`config.mk`:
```
export PLATFORM = sky130hd
export DESIGN_NAME = branch_update_queue
export DESIGN_NICKNAME = d
export VERILOG_FILES = /design/src/rtl/branch_update_queue.sv
export SDC_FILE = /design/constraint.sdc
export NUM_CORES = 1
export LEC_CHECK = 0
export BUFFER_PORTS_ARGS = -buffer_cell sky130_fd_sc_hd__buf_2
export CORE_MARGIN = 10
export CORE_UTILIZATION = 35
export CTS_CLUSTER_DIAMETER = 100
export DETAILED_ROUTE_END_ITERATION = 12
export SYNTH_ARGS = -nofsm -noshare
export SYNTH_HDL_FRONTEND = slang
export SYNTH_SLANG_ARGS = --single-unit
```
`constraint.sdc`:
```
create_clock -name clk -period 6.15 [get_ports clk]
set_input_delay 0.3075 -clock clk [delete_from_list [all_inputs] [get_ports clk]]
set_output_delay 0.3075 -clock clk [all_outputs]
set_load 0.05 [all_outputs]
```
`src/rtl/branch_update_queue.sv`:
```
// In-order queue of predicted branches; trains the predictor on resolve and squashes wrong-path entries on mispredict.
// Optional macro BRQ_STATS_EN adds branch/mispredict statistics counters.
module branch_update_queue #(
    parameter int DEPTH = 8,
    parameter int PTR_W = $clog2(DEPTH)
) (
    input  logic             clk,
    input  logic             rst,
    input  logic             enq_valid,
    input  logic [31:0]      enq_pc,
    input  logic             enq_pred,
    output logic             enq_ready,
    input  logic             res_valid,
    input  logic             res_taken,
    input  logic             flush,
    output logic             is_branch,
    output logic [31:0]      pc_to_update,
    output logic             branch_taken,
    output logic             mispredict,
`ifdef BRQ_STATS_EN
    output logic [31:0]      stat_branches,
    output logic [31:0]      stat_mispredicts,
`endif
    output logic [PTR_W:0]   count
);

    localparam logic [PTR_W:0] FULL_CNT = (PTR_W+1)'(DEPTH);

    logic [31:0]      pc_mem   [DEPTH];
    logic             pred_mem [DEPTH];
    logic [PTR_W-1:0] head;
    logic [PTR_W-1:0] tail;
    logic             do_enq;
    logic             do_res;
    logic             miss;
    logic [31:0]      head_pc;
    logic             head_pred;

    assign enq_ready = (count != FULL_CNT);

    always_comb begin
        do_enq    = enq_valid && enq_ready;
        do_res    = res_valid && (count != '0);
        head_pc   = pc_mem[head];
        head_pred = pred_mem[head];
        miss      = do_res && (res_taken != head_pred);
    end

    // Storage writes are unconditional on accept; a flush or squash just moves tail back over them.
    always_ff @(posedge clk) begin
        if (do_enq) begin
            pc_mem[tail]   <= enq_pc;
            pred_mem[tail] <= enq_pred;
        end
    end

    always_ff @(posedge clk) begin
        if (rst) begin
            head         <= '0;
            tail         <= '0;
            count        <= '0;
            is_branch    <= 1'b0;
            pc_to_update <= '0;
            branch_taken <= 1'b0;
            mispredict   <= 1'b0;
        end else begin
            is_branch  <= 1'b0;
            mispredict <= 1'b0;
            if (flush) begin
                tail  <= head;
                count <= '0;
            end else begin
                if (do_res) begin
                    head         <= head + PTR_W'(1);
                    is_branch    <= 1'b1;
                    pc_to_update <= head_pc;
                    branch_taken <= res_taken;
                    mispredict   <= miss;
                end
                // Squash is applied at the resolve edge so the queue reads empty alongside the mispredict pulse.
                if (miss) begin
                    tail  <= head + PTR_W'(1);
                    count <= '0;
                end else begin
                    if (do_enq)
                        tail <= tail + PTR_W'(1);
                    if (do_enq && !do_res)
                        count <= count + (PTR_W+1)'(1);
                    else if (do_res && !do_enq)
                        count <= count - (PTR_W+1)'(1);
                end
            end
        end
    end

`ifdef BRQ_STATS_EN
    always_ff @(posedge clk) begin
        if (rst) begin
            stat_branches    <= '0;
            stat_mispredicts <= '0;
        end else begin
            if (is_branch)
                stat_branches <= stat_branches + 32'd1;
            if (mispredict)
                stat_mispredicts <= stat_mispredicts + 32'd1;
        end
    end
`endif

endmodule
```
==> summary.md <==
| Metric | Value |
|---|---|
| H-Tree Depth | `1` |
| Max clock buf depth | `3` |
| DR vias/cell | `4.907` |
| CORE AREA | `33,360 sq um` |
| Crit. Startpoint | `count[0]` |
| Syn Area/Cell | `19.84 sq um` |
| Power Density | `360.5 nW/um^2` |
| Clock root buffer | `clkbuf_16` |
| P_leak | `0.004387 uW` |
| Max_slew headroom | `23.30%` |
| Slowest stage delay, CP | `0.60 ns` |
| Max Clock Freq | `360.5 MHz` |
| Syn Inst Count | `594` |
| Main flop type after synthesis | `edfxtp_1` |
| Number of buffers created by CTS | `31` |
| Sw frac | `24.64%` |
| DR iter-0 viols | `355` |
| Worst-path clk slew | `0.06 ns` |
| Largest net degree at the start of global routing | `69` |
| Min Tclk post-route | `2.774 ns` |
| Pins Over Slew Limit | `0` |
| Seq cells post-synth | `312` |
| Layout cells sized above 1 | `31.64%` |
| Crit path to | `count[3]` |
| Worst IR Drop VDD | `0.2218 mV` |
| Worst-Margin Slew | `1.151 ns` |
| WHS | `0.02813 ns` |
| Wirelength per Cell | `20.90 um` |
| Most numerous cell in the Yosys netlist | `edfxtp_1` |
| Net Sw Power | `1225 uW` |
| Post-CTS Hold Fix Bufs | `0` |
| Worst-Skew Late Latency | `0.55 ns` |
| Syn_nets | `639` |
| Pwr Total | `4970 uW` |
| Initial cell density of the core | `35.33%` |
| I/O pin total | `79` |
| Setup slack, reg-to-reg | `3.38 ns` |
| Inst Count DP | `1,099` |
| Area grow syn2layout | `16.95%` |
| Worst path bufs/invs | `2` |
| Cells taking the most area after synthesis | `edfxtp_1 67%, mux4_2 12%, dfxtp_1 8.2%` |
| Critical path class | `flip-flop to flip-flop` |
| Synth Cell Area | `11,790 sq um` |
| Die X-Extent | `203.5 um` |
| # DRC | `0` |
| Worst setup EP type | `flip-flop` |
| Final Wtd Congestion | `0.6800` |
| Remaining Overflow, GRT | `0` |
| Post-synthesis sequential area ratio | `75.41%` |
| Flop pwr share | `49.7%` |
| CP cell instances | `or4b_4 > nand2_2 > inv_2 > ha_1 > inv_1 > ha_1 > a21o_1 > a21oi_1 > xnor2_1 > nor2_1 > xnor2_1 > nor4_1` |
| Initial antenna violation count | `6` |
| Final WS setup | `3.376 ns` |
| Setup violators final | `0` |
| Global-route wire length before repair | `37,510 um` |
| Internal Power | `3745 uW` |
| Post-synth top cells | `264 x edfxtp_1, 64 x mux4_2, 48 x dfxtp_1` |
| Setup total negative slack | `0 ns` |
| WP depth | `12` |
| Nets | `729` |
| Synth area leader | `edfxtp_1` |
| Final Hold Viols | `0` |
| Clock Skews | `0.009764 ns` |
| Die Y | `203.5 um` |
| Asr flop ratio synth | `0%` |
| Critical Path AT | `3.22 ns` |
| Post-CTS Setup Bufs | `0` |
| CTS tree | `yes` |
| # clock sinks | `312` |
| Die area | `41,420 sq um` |
| Outcome | `finished clean` |
| Final Cycle Share | `45.10%` |
| Row cnt | `67` |
| Post-DRT Antenna Nets | `0` |
| CP top delay family | `simple AND/OR/NAND/NOR gates` |
| All-layer global routing usage | `11.69%` |
| Max-cap viol count | `0` |
| Number of global-route vias before repair | `6,040` |
| Crit Path Max Fanout | `6` |
| Port-buffer cells | `78` |
| Number of synthesized flops with an enable pin | `264` |
| Via count | `5,682` |
| Startpoint types | `flip-flop` |
| Proportion of power drawn by the clock network | `37.8%` |
| Fin cells | `1,158` |
| Place WS | `3.397 ns` |
| Yosys top cell area share | `67.25%` |
| Post-CTS resize count | `0` |
| Combinational power share | `12.4%` |
| Hold crit path type | `input pin to flip-flop` |
| Unrepaired setup endpoints after global routing | `no` |
| Netlist cell types | `37` |
| R2R depth | `12` |
| R2r endpoint | `count[3]` |
| TritonRoute pass-1 iters | `4` |
| Yosys Warn Count | `0` |
| Crit-path slowest cell | `or4b_4` |
| Routed WL | `24,210 um` |
| Estimated wirelength of the detail-placed design | `13,140 um` |
| R2r startpoint | `count[0]` |
| CP required | `6.60 ns` |
==> worst min-delay path by stage <==
stage | start | end | slack, ns | depth (start not counted)
after floorplan | enq_pc[0] | pc_mem[0][0] | 0.41 | 0
after global routing | enq_pc[17] | pc_mem[1][17] | 0.02 | 1
after global placement | branch_taken | branch_taken | 0.48 | 2
after detailed placement | pc_to_update[30] | pc_to_update[30] | 0.49 | 2
after CTS | enq_pc[5] | pc_mem[5][5] | 0.004 | 1
final | enq_pc[17] | pc_mem[0][17] | 0.03 | 1
==> power by group through the flow <==
| stage | Sequential [uW] | Clock (uW) | Combinational (uW) |
|---|---|---|---|
| after floorplan | 2620 | 0 | 357 |
| after global placement | 2520 | 0 | 624 |
| after detailed placement | 2520 | 0 | 632 |
| after CTS | 2480 | 1930 | 634 |
| after global routing | 2490 | 2020 | 674 |
| final | 2470 | 1880 | 618 |
==> layer usage <==
| layer | routed length [um] | track usage [%] |
|---|---|---|
| met1 | 10630 | 15.15 |
| met4 | 327 | 2.691 |
| met2 | 11500 | 19.00 |
| met3 | 1711 | 3.490 |
| met5 | 42 | 0 |
==> layout by cell type, fill, tap and decap left out, types with 6 or more instances in the layout <==
| cell | netlist | final |
|---|---|---|
| edfxtp_1 | 264 | 264 |
| buf_2 | 6 | 78 |
| mux4_2 | 64 | 64 |
| dfxtp_1 | 48 | 45 |
| nor2_1 | 47 | 43 |
| mux2i_1 | 41 | 41 |
| a211oi_1 | 34 | 34 |
| clkbuf_16 | 0 | 31 |
| buf_4 | 1 | 13 |
| clkinv_2 | 0 | 9 |
| nor4_1 | 8 | 7 |
| nand2_1 | 6 | 6 |
| xnor2_1 | 6 | 6 |
==> final cells by class <==
class | instances | area [sq um]
multi-input combinational | 245 | 2798
clock buffer | 35 | 810.8
clock inverter | 22 | 215.2
fill | 3005 | 19580
sequential | 312 | 8897
timing repair buffer | 91 | 488.0
inverter | 3 | 11.26
antenna | 2 | 5.005
tap | 448 | 560.5
==> metrics by stage <==
stage               util, %  cell area (sq um)
floorplan                 -              11790
global placement      38.23              12750
detailed placement    38.23              12750
CTS                   41.30              13780
global route          41.31              13780
finish                41.32              13790
==> sequential cells by signal, indices dropped and copies added (netlist names), named ones only <==
| name | flops |
|---|---|
| pred_mem | 8 |
| is_branch | 1 |
| pc_to_update | 32 |
| branch_taken | 1 |
| head | 3 |
| tail | 3 |
| pc_mem | 256 |
| mispredict | 1 |
| count | 4 |
==> kinds of logic (layout without fill, tap and decap cells) <==
| logic type | count (synthesis) | in the layout | synth area share [%] |
|---|---|---|---|
| flops | 312 | 312 | 75.41 |
| mux | 107 | 107 | 15.90 |
| simple gates | 84 | 84 | 3.386 |
| compound gates | 40 | 40 | 2.675 |
| buf+inv | 37 | 151 | 1.337 |
| xor+xnor | 8 | 8 | 0.5944 |
| fa+ha+maj | 6 | 6 | 0.7006 |
| other cells | 0 | 2 | 0 |
No activity file was read; power rests on OpenSTA's default activity.
